<file path="config.mk">
export PLATFORM = sky130hd
export DESIGN_NAME = multi_counter_sram_flat
export DESIGN_NICKNAME = d
export VERILOG_FILES = /design/src/rtl/multi_counter_sram_pkg.sv /design/src/rtl/multi_counter_sram_if.sv /design/src/rtl/dpsram.sv /design/src/rtl/multi_counter_sram.sv /design/src/flat_wrapper.sv
export SDC_FILE = /design/constraint.sdc
export NUM_CORES = 1
export LEC_CHECK = 0
export ABC_AREA = 0
export CAP_MARGIN = 20
export CORE_MARGIN = 1.5
export CORE_UTILIZATION = 50
export DETAILED_ROUTE_END_ITERATION = 10
export PLACE_DENSITY = 0.62
export REMOVE_ABC_BUFFERS = 1
export SYNTH_ARGS = -nofsm -noshare
export SYNTH_HDL_FRONTEND = slang
export SYNTH_SLANG_ARGS = --single-unit
</file>
<file path="constraint.sdc">
create_clock -name clk -period 3.75 [get_ports clk]
set_input_delay 1.125 -clock clk [delete_from_list [all_inputs] [get_ports clk]]
set_output_delay 1.125 -clock clk [all_outputs]
set_load 0.05 [all_outputs]
</file>
<file path="src/rtl/multi_counter_sram_pkg.sv">
// multi_counter_sram_pkg: op encodings, pipeline micro-op and op decode helpers
package multi_counter_sram_pkg;
  typedef enum logic [2:0] {
    OP_NOP     = 3'b000,
    OP_QRY     = 3'b001,
    OP_RSV2    = 3'b010,
    OP_RSV3    = 3'b011,
    OP_INIT    = 3'b100,
    OP_ADD     = 3'b101,
    OP_SUB     = 3'b110,
    OP_QRY_CLR = 3'b111
  } op_t;
  localparam int OP_WRITE_B = 2;
  localparam int UC_ID_W = 16;
  localparam int UC_DAT_W = 64;
  typedef struct packed {
    op_t                 op;
    logic [UC_ID_W-1:0]  id;
    logic [UC_DAT_W-1:0] dat;
  } ucode_t;
  function automatic logic op_is_out(input op_t op);
    return op == OP_QRY || op == OP_QRY_CLR;
  endfunction
  function automatic logic op_is_wr(input op_t op);
    return op[OP_WRITE_B];
  endfunction
endpackage

</file>
<file path="src/rtl/multi_counter_sram_if.sv">
// multi_counter_sram_if: command, response and event bus of the counter bank
interface multi_counter_sram_if
  import multi_counter_sram_pkg::*;
#(
  parameter int W = 32,
  parameter int N = 32
) ();
  localparam int AW = $clog2(N);
  logic          cmd_valid;
  logic          cmd_ready;
  op_t           cmd_op;
  logic [AW-1:0] cmd_id;
  logic [W-1:0]  cmd_dat;
  logic          busy_r;
  logic          rsp_valid_r;
  logic [AW-1:0] rsp_id_r;
  logic [W-1:0]  rsp_dat_r;
  logic          evt_ovf_r;
  logic [AW-1:0] evt_id_r;
  modport master (
    output cmd_valid, cmd_op, cmd_id, cmd_dat,
    input  cmd_ready, busy_r, rsp_valid_r, rsp_id_r, rsp_dat_r, evt_ovf_r, evt_id_r
  );
  modport slave (
    input  cmd_valid, cmd_op, cmd_id, cmd_dat,
    output cmd_ready, busy_r, rsp_valid_r, rsp_id_r, rsp_dat_r, evt_ovf_r, evt_id_r
  );
endinterface

</file>
<file path="src/rtl/dpsram.sv">
// dpsram: dual-port RAM, port 0 registered read, port 1 write
module dpsram #(
  parameter int DW    = 32,
  parameter int DEPTH = 32,
  parameter int AW    = $clog2(DEPTH)
) (
  input  logic          clk,
  input  logic          i_re0,
  input  logic [AW-1:0] i_addr0,
  output logic [DW-1:0] o_rdata0,
  input  logic          i_we1,
  input  logic [AW-1:0] i_addr1,
  input  logic [DW-1:0] i_wdata1
);
  logic [DW-1:0] r_mem [DEPTH];
  // registered read on port 0, write on port 1
  always_ff @(posedge clk) begin
    if (i_re0) o_rdata0 <= r_mem[i_addr0];
    if (i_we1) r_mem[i_addr1] <= i_wdata1;
  end
endmodule

</file>
<file path="src/rtl/multi_counter_sram.sv">
// multi_counter_sram: SRAM-backed counter bank with zero-sweep and a 4-stage forwarding pipeline
module multi_counter_sram
  import multi_counter_sram_pkg::*;
#(
  parameter int W   = 32,
  parameter int N   = 32,
  parameter bit SAT = 1'b0
) (
  input  logic                clk,
  input  logic                rst,
  multi_counter_sram_if.slave io
);
  localparam int AW = $clog2(N);
  localparam int XW = UC_DAT_W + 1;
  typedef enum logic {SWEEP, RUN} state_t;
  state_t        r_state, w_state_nx;
  logic [AW-1:0] r_ptr, w_ptr_nx;
  logic          w_busy, w_acc;
  ucode_t        w_p0, r_p0, r_p1, r_p2;
  logic [W-1:0]  r_p2_old, w_p1_old, w_rd, w_p2_new;
  logic [XW-1:0] w_sum;
  logic          w_p2_ovf, w_hit2, w_hit3, w_hitl;
  op_t           r_p3_op;
  logic [AW-1:0] r_p3_id;
  logic [W-1:0]  r_p3_old, r_p3_new;
  logic          r_p3_ovf;
  logic          w_we, w_re;
  logic [AW-1:0] w_waddr;
  logic [W-1:0]  w_wdata;
  logic          r_wl_v;
  logic [AW-1:0] r_wl_id;
  logic [W-1:0]  r_wl_dat;
  logic          r_rsp_v, r_evt;
  logic [AW-1:0] r_out_id;
  logic [W-1:0]  r_rsp_dat;

  // sweep/run state and sweep pointer
  always_ff @(posedge clk or negedge rst)
    if (!rst) begin
      r_state <= SWEEP;
      r_ptr   <= '0;
    end else begin
      r_state <= w_state_nx;
      r_ptr   <= w_ptr_nx;
    end

  // sweep one address per cycle, hand over to RUN after the last address
  always_comb begin
    w_state_nx = r_state;
    w_ptr_nx   = r_ptr;
    if (r_state == SWEEP) begin
      w_ptr_nx   = r_ptr + AW'(1);
      w_state_nx = (r_ptr == AW'(N - 1)) ? RUN : SWEEP;
    end
  end

  assign w_busy = r_state == SWEEP;
  assign w_acc  = io.cmd_valid && !w_busy;
  assign w_p0   = '{op: w_acc ? io.cmd_op : OP_NOP, id: UC_ID_W'(io.cmd_id), dat: UC_DAT_W'(io.cmd_dat)};

  assign w_we    = w_busy || op_is_wr(r_p3_op);
  assign w_waddr = w_busy ? r_ptr : r_p3_id;
  assign w_wdata = w_busy ? {W{1'b0}} : r_p3_new;
  assign w_re    = !(w_we && w_waddr == r_p0.id[AW-1:0]);

  dpsram #(.DW(W), .DEPTH(N)) u_ram (
    .clk      (clk),
    .i_re0    (w_re),
    .i_addr0  (r_p0.id[AW-1:0]),
    .o_rdata0 (w_rd),
    .i_we1    (w_we),
    .i_addr1  (w_waddr),
    .i_wdata1 (w_wdata)
  );

  assign w_hit2   = op_is_wr(r_p2.op) && r_p2.id == r_p1.id;
  assign w_hit3   = op_is_wr(r_p3_op) && r_p3_id == r_p1.id[AW-1:0];
  assign w_hitl   = r_wl_v && r_wl_id == r_p1.id[AW-1:0];
  assign w_p1_old = w_hit2 ? w_p2_new : w_hit3 ? r_p3_new : w_hitl ? r_wl_dat : w_rd;

  assign w_sum    = (r_p2.op == OP_SUB) ? XW'(r_p2_old) - XW'(r_p2.dat) : XW'(r_p2_old) + XW'(r_p2.dat);
  assign w_p2_ovf = (r_p2.op == OP_ADD || r_p2.op == OP_SUB) && |w_sum[XW-1:W];
  assign w_p2_new = (r_p2.op == OP_INIT) ? r_p2.dat[W-1:0] :
                    (r_p2.op == OP_QRY_CLR) ? {W{1'b0}} :
                    (w_p2_ovf && SAT) ? {W{r_p2.op == OP_ADD}} : w_sum[W-1:0];

  // pipeline control and strobes; reset drains every stage to NOP
  always_ff @(posedge clk or negedge rst)
    if (!rst) begin
      r_p0     <= '0;
      r_p1     <= '0;
      r_p2     <= '0;
      r_p3_op  <= OP_NOP;
      r_p3_ovf <= 1'b0;
      r_wl_v   <= 1'b0;
      r_rsp_v  <= 1'b0;
      r_evt    <= 1'b0;
    end else begin
      r_p0     <= w_p0;
      r_p1     <= r_p0;
      r_p2     <= r_p1;
      r_p3_op  <= r_p2.op;
      r_p3_ovf <= w_p2_ovf;
      r_wl_v   <= w_we;
      r_rsp_v  <= op_is_out(r_p3_op);
      r_evt    <= r_p3_ovf;
    end

  // pipeline data, last-write copy and response payload
  always_ff @(posedge clk) begin
    r_p2_old  <= w_p1_old;
    r_p3_id   <= r_p2.id[AW-1:0];
    r_p3_old  <= r_p2_old;
    r_p3_new  <= w_p2_new;
    r_wl_id   <= w_waddr;
    r_wl_dat  <= w_wdata;
    r_out_id  <= r_p3_id;
    r_rsp_dat <= r_p3_old;
  end

  assign io.busy_r      = w_busy;
  assign io.cmd_ready   = !w_busy;
  assign io.rsp_valid_r = r_rsp_v;
  assign io.rsp_id_r    = r_out_id;
  assign io.rsp_dat_r   = r_rsp_dat;
  assign io.evt_ovf_r   = r_evt;
  assign io.evt_id_r    = r_out_id;
endmodule
</file>
<file path="src/flat_wrapper.sv">
// flat-port wrapper written by rule: the top's interface ports become plain ports
module multi_counter_sram_flat import multi_counter_sram_pkg::*;
#(
  parameter int W   = 32,
  parameter int N   = 32,
  parameter bit SAT = 1'b0
)
  (clk, rst, io_cmd_valid, io_cmd_op, io_cmd_id, io_cmd_dat, io_cmd_ready, io_busy_r, io_rsp_valid_r, io_rsp_id_r, io_rsp_dat_r, io_evt_ovf_r, io_evt_id_r);
  multi_counter_sram_if #(.W(W), .N(N)) io_i ();
  input  logic clk;
  input  logic rst;
  input wire logic [$bits(io_i.cmd_valid)-1:0] io_cmd_valid;
  input wire logic [$bits(io_i.cmd_op)-1:0] io_cmd_op;
  input wire logic [$bits(io_i.cmd_id)-1:0] io_cmd_id;
  input wire logic [$bits(io_i.cmd_dat)-1:0] io_cmd_dat;
  output wire logic [$bits(io_i.cmd_ready)-1:0] io_cmd_ready;
  output wire logic [$bits(io_i.busy_r)-1:0] io_busy_r;
  output wire logic [$bits(io_i.rsp_valid_r)-1:0] io_rsp_valid_r;
  output wire logic [$bits(io_i.rsp_id_r)-1:0] io_rsp_id_r;
  output wire logic [$bits(io_i.rsp_dat_r)-1:0] io_rsp_dat_r;
  output wire logic [$bits(io_i.evt_ovf_r)-1:0] io_evt_ovf_r;
  output wire logic [$bits(io_i.evt_id_r)-1:0] io_evt_id_r;
  assign io_i.cmd_valid = io_cmd_valid;
  assign io_i.cmd_op = io_cmd_op;
  assign io_i.cmd_id = io_cmd_id;
  assign io_i.cmd_dat = io_cmd_dat;
  assign io_cmd_ready = io_i.cmd_ready;
  assign io_busy_r = io_i.busy_r;
  assign io_rsp_valid_r = io_i.rsp_valid_r;
  assign io_rsp_id_r = io_i.rsp_id_r;
  assign io_rsp_dat_r = io_i.rsp_dat_r;
  assign io_evt_ovf_r = io_i.evt_ovf_r;
  assign io_evt_id_r = io_i.evt_id_r;
  multi_counter_sram #(.W(W), .N(N), .SAT(SAT)) u_core (.clk(clk), .rst(rst), .io(io_i));
endmodule
</file>
# Yosys cells after proc, flatten, opt, wreduce, memory -nomap -nowiden
# Memories as Yosys holds them, arrays and structs flattened. A register that Yosys moved wholly into a read port is not among the register bits.
# Index checks and enable logic that the tools add are counted.
# word_totals
reg_bits	308
mem_bits_rw	1024
in_bits	43
out_inout_bits	46
wordCells	64
memories	1
# classes
n_addsub	3
n_eq_ne	11
n_mux	13
n_bitwise	1
n_reduce_logical	11
# memory_table
memory	depth	word_bits	rd	rd_clocked_by_memory_dff	wr	line	source
u_core.u_ram.r_mem	32	32	1	1	1	dpsram.sv:15	logic [DW-1:0] r_mem [DEPTH];
# op_table
operator	count
32-bit two-way mux	6
65-bit two-way mux	1
32-bit by 32-bit adder with 33-bit output	1
33-bit OR reduction	1
32-bit by 32-bit subtractor with 33-bit output	1
5-bit == test	4
3-bit == test, second input constant	5
1-bit logical AND	6
5-bit by 1-bit adder with 5-bit output, second input constant	1
5-bit == test, second input constant	1
5-bit two-way mux	1
1-bit two-way mux	4
3-bit by 1-bit == test with 1-bit output, second input constant	1
1-bit logical OR	3
3-bit two-way mux	1
1-bit zero test	1
1-bit inverter	1

# Depth between registers and ports, before layout
# Gate-level depths: netlist of the first run.
# logic_depth
ltp_word	5
mapped_depth	12

# Modules after synthesis
# From an unflattened synthesis of the first run, not the netlist that was laid out.
# unflattened
cells_unflattened	3477
area_unflattened_um2	53410.0
# by_module_without_submodules
module	instances	cells_per_inst	area_per_inst_um2	seq_area_each_um2
dpsram	1	2260	40805.4	31710.4
multi_counter_sram	1	1217	12604.6	6831.6

# Worst setup path after synthesis of the first run
# No wires, ideal clock.
# synth_timing
path_type	register to register
from	reg u_core.r_state, in the netlist u_core.io.cmd_ready
to	mem u_core.u_ram.r_mem[0][0] (enable)
setup_ns	0.421
arrival_ns	3.100
slack_ns	0.229
path_stages_with_launch	7
n_path_buf	1
period_less_slack_ns	3.521
cell_sequence	dfrtp_1 clkbuf_1 mux2i_1 inv_1 nor2_1 nand2_1 nor2_1
# synth_rtl
element	line	source
start, declared	multi_counter_sram.sv:16	state_t r_state, w_state_nx;
start signal, assigned	multi_counter_sram.sv:43	r_state <= w_state_nx;
5-bit two-way mux	multi_counter_sram.sv:62	assign w_waddr = w_busy ? r_ptr : r_p3_id;
net u_core.u_ram.i_addr1[4]	dpsram.sv:12	input logic [AW-1:0] i_addr1,
end, declared	dpsram.sv:15	
# The timed path passes the listed nets, and every way through them passes these cells.

# Final worst setup path of the first run
# layout_timing
from	reg u_core.r_p2[11] (netlist name)
to	reg u_core.r_p2_old[28]
# layout_via
elab_chain_cells	5
# layout_lines
element	line	source
start, declared	multi_counter_sram.sv:19	ucode_t w_p0, r_p0, r_p1, r_p2;
start signal, assigned	multi_counter_sram.sv:101	r_p2 <= r_p1;
32-bit by 32-bit adder with 33-bit output or 32-bit by 32-bit subtractor with 33-bit output (tied branches)	multi_counter_sram.sv:81	assign w_sum = (r_p2.op == OP_SUB) ? XW'(r_p2_old) - XW'(r_p2.dat) : XW'(r_p2_old) + XW'(r_p2.dat);
65-bit two-way mux (*)	multi_counter_sram.sv:81	
32-bit two-way mux (*)	multi_counter_sram.sv:84	(r_p2.op == OP_QRY_CLR) ? {W{1'b0}} :
32-bit two-way mux (*)	multi_counter_sram.sv:83	assign w_p2_new = (r_p2.op == OP_INIT) ? r_p2.dat[W-1:0] :
32-bit two-way mux (*)	multi_counter_sram.sv:79	assign w_p1_old = w_hit2 ? w_p2_new : w_hit3 ? r_p3_new : w_hitl ? r_wl_dat : w_rd;
net u_core.w_p1_old[28]	multi_counter_sram.sv:20	logic [W-1:0] r_p2_old, w_p1_old, w_rd, w_p2_new;
end signal, assigned	multi_counter_sram.sv:111	r_p2_old <= w_p1_old;
end, declared	multi_counter_sram.sv:20	
# Mark *: on every way through the listed nets, which the timed path passes. The rest lies on a longest branch.
# A chain may end at the register's enable or synchronous reset.

==> flow_summary.ini, run 1 <==
[power_and_ir_drop]
p_per_area_nw_per_um2 = 603.5
ir_drop_v = 0.0005210
leakage_nw = 20.48

[logic_synthesis]
async_flop_share_pct = 9.751
synth_top_area_share_pct = 60.34
synth_compound_area_share_pct = 3.969
yosysWarnings = 0
synth_top_family_by_area = multiplexers
yosysMostFrequentCell = edfxtp_1
syn_area_sq_um = 52550
synth-seq-cells = 1364
synth_commonest_cells = 1056 x edfxtp_1, 320 x mux4_2, 175 x dfxtp_1
synthAdderAreaFrac_pct = 1.671
synth_edf_count = 1056
syn_avg_cell_area_sq_um = 18.92
synth_area_leaders = edfxtp_1 60%, mux4_2 14%, dfxtp_1 6.7%
ys.flop_type = edfxtp_1
syn_inst = 2777
post_synth_xor_area_fraction_pct = 0.8833
seq_area_frac_synth_pct = 73.34
synth-simple-area-share_pct = 3.362
synth_mux_area_share_pct = 15.19
synth.largest_area_cell = edfxtp_1
yosys.cell_types.count = 74

[routing]
via_per_inst = 6.149
firstDrtPassIters = 5
routed_wl_mm = 144.3
drtIter0Drc = 3309
drc_errors = 0
final_antenna_net_count = 0
vias = 27540
routedWlPerCell_um = 32.23

[grt]
grt_pass1_wl_mm = 205.0
grt_usage_pct = 27.41
grt_overflow = 0
antenna_found_initial = 3
grt_pass1_vias = 27900
grt_max_degree = 73

[setup_path]
end_kind = flip-flop
path_class = reg2reg
worstPathArrival_ns = 4.14
path_cells = inv_1, ha_1, inv_1, o31ai_1, nand2_1, a311oi_1, o31ai_1, nand2_1, a41oi_1, or4_1, nand3_1
critPathMaxStageDelay_ns = 0.61
worstPathMaxFanout = 8
cpMaxStageDelayCell = o31ai_1
cp-start-kind = flip-flop
required_ns = 4.43

[timing]
max_freq_mhz = 289.4
worst_pin_slew_ns = 1.133
finalSetupViolCount = 0
hold_ws_ns = 0.3253
period_share_pct = 92.15
grt_setup_unrepaired = false
setup_ws_ns = 0.2944
clock-skew-final_ns = 0.02572
finalHoldViolCount = 0
slew_violations = 0
post-route-min-period_ns = 3.456
slew_headroom_pct = 24.45

[job]
max_cap_viol_count = 0

[cts]
cts_max_level = 4
clkTransAtPathRegs_ns = 0.06
cts.sinks = 1364
root_buffer = clkbuf_16
cts_inserted_buffers = 141
holdBufCountCts = 0
clock_path_buffers = 3
cts_tree = done
cts_resized = 0
post_cts_buffers = 0
clk_latency_ns = 0.76

[final_layout]
drive_gt1_share_pct = 23.86
num-fill-cells = 7693
multi_input_area_sq_um = 13440
areaGrowthSynthToFinish_pct = 15.68
fin_nets = 3092
seq_area_sq_um = 38560

[placement]
pre_cts_ws_ns = 0.3936
hpwl_mm = 85.17
gp_congestion = 0.8881
place.port_buffers = 88

[status]
status = complete, no violations

[floorplanning]
dieArea_sq_um = 107100
start_util_pct = 50.56
die_w_um = 327.2
rows = 118
io_pins = 89
coreArea_sq_um = 103900
die_h_um = 327.2

[hold_path]
min_path_type = reg2reg
## through the flow
step	instances	TNS [ns]	instance area (sq um)	utilization, %	power (mW)
2_1_floorplan	2634	-495.70	51990	-	21.71
3_3_place_gp	4212	0	56240	54.10	23.31
3_5_place_dp	4212	0	56240	54.10	23.47
4_1_cts	4472	0	60650	58.36	36.78
5_1_grt	4477	0	60790	58.49	37.86
6_report	4479	0	60790	58.49	36.69
## worst max-delay path, delay by kind of cell, from the launching register on
| kind | cells | cell delay, ns |
|---|---|---|
| fa+ha+maj | 1 | 0.43 |
| simple gates | 4 | 0.84 |
| compound gates | 4 | 1.52 |
| buf+inv | 2 | 0.23 |
| flops | 1 | 0.37 |
## registers in the layout, summed over array words and instances (netlist names), 32 cells and up
name,cells
u_core.r_p2,40
u_core.u_ram.o_rdata0,32
u_core.r_p1,40
u_core.r_p2_old,32
u_core.io.rsp_dat_r,32
u_core.u_ram.r_mem,1024
u_core.r_p3_new,32
u_core.r_p3_old,32
u_core.r_wl_dat,32
u_core.r_p0,40
## path summary, 6_finish.rpt
path / slack [ns] / start / cells past startpoint / end
max in group asynchronous: 2.49 / rst / 2 / u_core.r_p0[6]$_DFF_PN0_
worst max-delay path: 0.29 / u_core.r_p2[11]$_DFF_PN0_ / 11 / u_core.r_p2_old[28]$_DFF_P_
min in group asynchronous: 0.39 / rst / 1 / u_core.r_wl_v$_DFF_PN0_
worst max register to register: 0.29 / u_core.r_p2[11]$_DFF_PN0_ / 11 / u_core.r_p2_old[28]$_DFF_P_
worst min-delay path: 0.33 / u_core.r_p3_old[13]$_DFF_P_ / 0 / u_core.io.rsp_dat_r[13]$_DFF_P_
worst min register to register: 0.33 / u_core.r_p3_old[13]$_DFF_P_ / 0 / u_core.io.rsp_dat_r[13]$_DFF_P_
## cells by family after synthesis
group                      Yosys count
adders and majority gates           69
buffers and inverters              214
DFF                               1364
muxes                              393
AOI/OAI and AO/OA                  314
and+or+nand+nor                    370
xor gates and xnor gates            53
## report_power, final
group	total, mW	switching (mW)	internal (mW)
clock	13.4	5.83	7.57
sequential	18.8	0.468	18.3
combinational	4.54	3.10	1.44
total	36.7	9.40	27.3
## per-layer routing
metal | global-route usage (%) | wire length [um] | vias to the layer above
met2 | 43.32 | 69520 | 1201
met3 | 5.377 | 11340 | 234
met4 | 9.873 | 4652 | 0
met5 | 0 | 0 | -
li1 | - | - | 11500
met1 | 38.32 | 58830 | 14610
## cell type report
class                           count  share of cell area (%)
Multi-Input combinational cell   1199                   22.10
Antenna cell                        2                0.008232
Sequential cell                  1364                   63.43
Inverter                           71                  0.4384
Tap cell                         1380                   2.840
Clock buffer                      197                   6.452
Timing Repair Buffer              203                   3.917
Clock inverter                     63                  0.8150
## cells in the final DEF (no fill, tap or decap), types with 10 or more instances in the layout
cell type,count
mux2i_1,37
clkbuf_1,39
inv_6,10
nand4_1,18
nor2b_1,12
nor2_1,76
edfxtp_1,1056
clkinv_2,22
mux4_2,320
xnor2_1,39
dfrtp_1,127
o21ai_0,69
nand2_1,92
o31ai_1,19
a21oi_1,67
ha_1,67
o21ai_1,19
clkbuf_16,144
dfxtp_1,175
and2_1,38
buf_12,43
xor2_1,14
nor2_4,32
inv_1,69
clkinv_1,17
nand3_1,29
mux2_2,36
buf_4,67
clkbuf_8,14
clkdlybuf4s50_1,87
nor4_1,14
o21bai_1,10
a21o_1,19
a31oi_1,19
nor3_1,19
a211oi_1,29
(Power assumes the default switching activity.)
==> run 2: changes to the inputs <==
--- a/config.mk
+++ b/config.mk
@@ -10,7 +10,8 @@
 export CORE_MARGIN = 1.5
 export CORE_UTILIZATION = 50
 export DETAILED_ROUTE_END_ITERATION = 10
-export PLACE_DENSITY = 0.62
+export DONT_BUFFER_PORTS = 1
+export PLACE_DENSITY = 0.61
 export REMOVE_ABC_BUFFERS = 1
 export SYNTH_ARGS = -nofsm -noshare
 export SYNTH_HDL_FRONTEND = slang
==> run 2 against run 1 <==
  * Critical endpoint is now u_core.r_p2_old[26]$_DFF_P_
  * Die area stayed put
  * Final cell count is 1.4% lower
  * Core utilization is 0.45 points lower
  * Clock power is 6% higher
  * Design area is 0.78% lower
  * Clock-buffer cell count is 25 lower
==> flow_summary.ini, run 2 (same netlist as run 1, synthesis figures left out) <==
[hold_path]
min_path_type = in2async

[setup_path]
r2r_slack_ns = 0.17
critPathMaxStageDelay_ns = 0.56
required_ns = 4.43
path_depth = 11
rr_endpoint = u_core.r_p2_old[26]$_DFF_P_
cp-start-kind = flip-flop
worstPathMaxFanout = 11
r2r-start = u_core.r_p2[7]$_DFF_PN0_
path_cells = inv_1, ha_1, o211ai_1, a21boi_0, o211ai_1, a21oi_1, o21ai_0, nor3_1, a211oi_2, or4_1, nand3_1
crit_top_cell = o211ai_1
path_class = reg2reg
end_kind = flip-flop
cp_num_buf_inv = 1
path_delay_family = compound AO/OA/AOI/OAI gates
timing.critical_path.from = u_core.r_p2[7]$_DFF_PN0_
rr_worst_depth = 11
worstPathArrival_ns = 4.26
crit_path_end = u_core.r_p2_old[26]$_DFF_P_
cpMaxStageDelayCell = a21boi_0

[timing]
slew_violations = 0
worst_pin_slew_ns = 1.100
slew_headroom_pct = 26.65
grt_setup_unrepaired = false
post-route-min-period_ns = 3.576
max_freq_mhz = 279.6
period_share_pct = 95.37
finalHoldViolCount = 0
clock-skew-final_ns = 0.02481
finalSetupViolCount = 0

[cts]
cts_resized = 0
clock_path_buffers = 3
cts_max_level = 4
clkTransAtPathRegs_ns = 0.07
cts_tree = done
root_buffer = clkbuf_16
cts.sinks = 1364
post_cts_buffers = 0
cts_inserted_buffers = 139
holdBufCountCts = 0
clk_latency_ns = 0.75

[placement]
gp_congestion = 0.8967
place.port_buffers = 0
hpwl_mm = 87.98
dp_cells = 4151

[final_layout]
drive_gt1_share_pct = 25.81
fin_util_pct = 58.04
largest_reg_flops = 1024
layout_commonest_cell = edfxtp_1
layout_common_cells = 1056 x edfxtp_1, 320 x mux4_2, 175 x dfxtp_1, 145 x clkbuf_16, 127 x dfrtp_1
seq_area_sq_um = 38560
multi_input_area_sq_um = 13440
largest_register = u_core.u_ram.r_mem
num-fill-cells = 7741
areaGrowthSynthToFinish_pct = 14.78
stdcell_count = 4416
fin_nets = 3028

[grt]
antenna_found_initial = 13
grt_overflow = 0
grt_max_degree = 134
grt_pass1_wl_mm = 206.2
grt_usage_pct = 27.55
grt_pass1_vias = 27730

[floorplanning]
coreArea_sq_um = 103900
start_util_pct = 50.56
rows = 118
io_pins = 89
die_h_um = 327.2
dieArea_sq_um = 107100
die_w_um = 327.2

[status]
status = complete, no violations

[power_and_ir_drop]
leakage_nw = 20.38
p_per_area_nw_per_um2 = 620.5
ir_drop_v = 0.0004508

[routing]
via_per_inst = 6.183
drtIter0Drc = 2769
drc_errors = 0
firstDrtPassIters = 5
routedWlPerCell_um = 32.84
final_antenna_net_count = 0
vias = 27310
routed_wl_mm = 145.0

[job]
max_cap_viol_count = 0
run 2: per-stage QoR:
| stage | TNS [ns] | instance area (sq um) | hold WS, ns | worst slack, ns | power (mW) |
|---|---|---|---|---|---|
| global placement | 0 | 55460 | 0.3145 | 0.3987 | 23.25 |
| detailed placement | 0 | 55460 | 0.3121 | 0.3851 | 23.39 |
| CTS | 0 | 60200 | 0.02736 | 0.3505 | 37.57 |
| finish | 0 | 60320 | 0.07336 | 0.1737 | 37.43 |
| floorplan | -495.70 | 51990 | 0.3096 | -7.621 | 21.71 |
| global route | 0 | 60320 | 0.03951 | 0.005242 | 38.64 |
run 2: worst min-delay path by stage:
| stage | slack (ns) | to | start |
|---|---|---|---|
| CTS | 0.03 | u_core.r_p1[29]$_DFF_PN0_ | rst |
| detailed placement | 0.31 | u_core.io.rsp_dat_r[24]$_DFF_P_ | u_core.r_p3_old[24]$_DFF_P_ |
| global placement | 0.31 | u_core.io.rsp_dat_r[19]$_DFF_P_ | u_core.r_p3_old[19]$_DFF_P_ |
| floorplan | 0.31 | u_core.io.rsp_dat_r[0]$_DFF_P_ | u_core.r_p3_old[0]$_DFF_P_ |
| global route | 0.04 | u_core.r_p1[65]$_DFF_PN0_ | rst |
| finish | 0.07 | u_core.r_p0[66]$_DFF_PN0_ | rst |
run 2: metal layers:
metal	track usage, %	part of all wire [%]	up-vias	routed length (um)
met5	0	0	-	0
met4	8.655	2.9	0	4172
met3	5.111	6.6	211	9569
met2	43.92	48	1074	70190
met1	38.88	42	14650	61080
li1	-	-	11370	-
run 2: where the power goes:
part / total [mW] / internal [mW] / switching [mW]
registers: 19.0 / 18.3 / 0.687
logic: 4.24 / 1.33 / 2.90
clock network: 14.2 / 8.38 / 5.85
total: 37.4 / 28.0 / 9.44
run 2: final cells by class:
class / count / area share (%)
Sequential cell: 1364 / 63.92
Timing Repair Buffer: 141 / 2.605
Antenna cell: 6 / 0.02489
Clock buffer: 172 / 6.245
Multi-Input combinational cell: 1199 / 22.28
Inverter: 71 / 0.4418
Clock inverter: 83 / 1.622
Tap cell: 1380 / 2.862
==> run 3: changes to the inputs <==
--- a/config.mk
+++ b/config.mk
@@ -13,6 +13,7 @@
 export DONT_BUFFER_PORTS = 1
 export PLACE_DENSITY = 0.61
 export REMOVE_ABC_BUFFERS = 1
+export SLEW_MARGIN = 20
 export SYNTH_ARGS = -nofsm -noshare
 export SYNTH_HDL_FRONTEND = slang
 export SYNTH_SLANG_ARGS = --single-unit
==> run 3 against run 2 <==
  * Maximum frequency up 0.15%
  * Combinational power down 2%
  * Critical path depth unchanged
  * Critical path type unchanged
  * Die area unchanged
  * Critical endpoint unchanged
  * Flip-flop and latch count unchanged
  * Wire length about the same
==> flow_summary.ini, run 3 (same netlist as run 1, synthesis figures left out) <==
[final_layout]
largest_register = u_core.u_ram.r_mem
stdcell_count = 4414
seq_area_sq_um = 38560
largest_reg_flops = 1024
layout_common_cells = 1056 x edfxtp_1, 320 x mux4_2, 175 x dfxtp_1, 143 x clkbuf_16, 127 x dfrtp_1
num-fill-cells = 7747
areaGrowthSynthToFinish_pct = 14.64
multi_input_area_sq_um = 13440
drive_gt1_share_pct = 25.86
layout_commonest_cell = edfxtp_1
fin_nets = 3026
fin_util_pct = 57.96

[setup_path]
end_kind = flip-flop
path_class = reg2reg
required_ns = 4.43
cpMaxStageDelayCell = a21boi_0
crit_top_cell = o211ai_1
worstPathMaxFanout = 11
worstPathArrival_ns = 4.25
cp-start-kind = flip-flop
critPathMaxStageDelay_ns = 0.56
path_cells = inv_1, ha_1, o211ai_1, a21boi_0, o211ai_1, a21oi_1, o21ai_0, nor3_1, a211oi_2, or4_1, nand3_1

[timing]
finalSetupViolCount = 0
setup_ws_ns = 0.1789
hold_ws_ns = 0.07394
max_freq_mhz = 280.0
post-route-min-period_ns = 3.571
grt_setup_unrepaired = false
clock-skew-final_ns = 0.02481
finalHoldViolCount = 0
worst_pin_slew_ns = 1.066
slew_headroom_pct = 28.91
period_share_pct = 95.23
slew_violations = 0

[placement]
pre_cts_ws_ns = 0.3851
hpwl_mm = 87.98
gp_congestion = 0.8967
dp_cells = 4151
place.port_buffers = 0

[grt]
grt_pass1_wl_mm = 206.2
grt_usage_pct = 27.55
grt_max_degree = 134
antenna_found_initial = 13
grt_pass1_vias = 27730
grt_overflow = 0

[floorplanning]
start_util_pct = 50.56
die_w_um = 327.2
io_pins = 89
coreArea_sq_um = 103900
rows = 118
die_h_um = 327.2
dieArea_sq_um = 107100

[routing]
firstDrtPassIters = 7
routedWlPerCell_um = 32.84
vias = 27290
drc_errors = 0
routed_wl_mm = 145.0
via_per_inst = 6.183
final_antenna_net_count = 0
drtIter0Drc = 2829

[power_and_ir_drop]
ir_drop_v = 0.0004524
leakage_nw = 20.35
p_per_area_nw_per_um2 = 619.7
power_mw = 37.34

[cts]
cts_max_level = 4
clock_path_buffers = 3
cts_tree = done
post_cts_buffers = 0
clkTransAtPathRegs_ns = 0.07
holdBufCountCts = 0
clk_latency_ns = 0.76
root_buffer = clkbuf_16
cts.sinks = 1364
cts_inserted_buffers = 139
cts_resized = 0

[job]
max_cap_viol_count = 0

[status]
status = complete, no violations

[hold_path]
min_path_type = in2async
==> run 3: changes by cell type in the layout (fill, tap and decap cells not counted) <==
cell	before	now
and2_1	38	35
clkbuf_16	145	143
buf_6	0	1
buf_16	2	0
buf_8	0	1
and2_2	0	3
==> run 3: critical path, delay by kind of cell, from the launching register on <==
kind | cells | cell delay [ns]
AND/OR/NAND/NOR | 3 | 0.72
adder cells (fa/ha/maj) | 1 | 0.51
flip-flops | 1 | 0.37
AO/OA/AOI/OAI | 6 | 1.85
buffers and inverters | 1 | 0.05
==> run 3: per-layer routing <==
metal / routed length [um] / share of wire [%] / global-route usage [%]
met1: 61200 / 42 / 38.88
met2: 70080 / 48 / 43.92
met3: 9354 / 6.5 / 5.111
met5: 0 / 0 / 0
met4: 4321 / 3.0 / 8.655
==> run 3: final cells by class <==
class / instances / share of cell area [%]
flip-flops and latches: 1364 / 64.00
multi-input cells: 1199 / 22.31
clock buffers: 172 / 6.253
well taps: 1380 / 2.866
repair buffers: 139 / 2.478
clock inverters: 83 / 1.624
inverters: 71 / 0.4423
diodes: 6 / 0.02492
==> run 3: stage by stage <==
stage / cell area (sq um) / setup TNS (ns)
detailed placement: 55460 / 0
global placement: 55460 / 0
CTS: 60200 / 0
floorplan: 51990 / -495.70
finish: 60250 / 0
global route: 60240 / 0
==> run 3: final timing paths <==
| path | cells past startpoint | end | slack (ns) | startpoint |
|---|---|---|---|---|
| worst max-delay path | 11 | u_core.r_p2_old[26]$_DFF_P_ | 0.18 | u_core.r_p2[7]$_DFF_PN0_ |
| worst min-delay path | 0 | u_core.r_p0[66]$_DFF_PN0_ | 0.07 | rst |
| worst max register to register | 11 | u_core.r_p2_old[26]$_DFF_P_ | 0.18 | u_core.r_p2[7]$_DFF_PN0_ |
| worst min register to register | 0 | u_core.io.rsp_dat_r[24]$_DFF_P_ | 0.33 | u_core.r_p3_old[24]$_DFF_P_ |
| max in group asynchronous | 0 | u_core.r_p1[24]$_DFF_PN0_ | 3.30 | rst |
| min in group clk | 0 | u_core.io.rsp_dat_r[24]$_DFF_P_ | 0.33 | u_core.r_p3_old[24]$_DFF_P_ |
==> run 3: power breakdown <==
group          internal, mW  switching [mW]  total [mW]
logic                  1.27            2.88        4.15
registers              18.3           0.685        19.0
clock network          8.38            5.84        14.2
total                  27.9            9.41        37.3
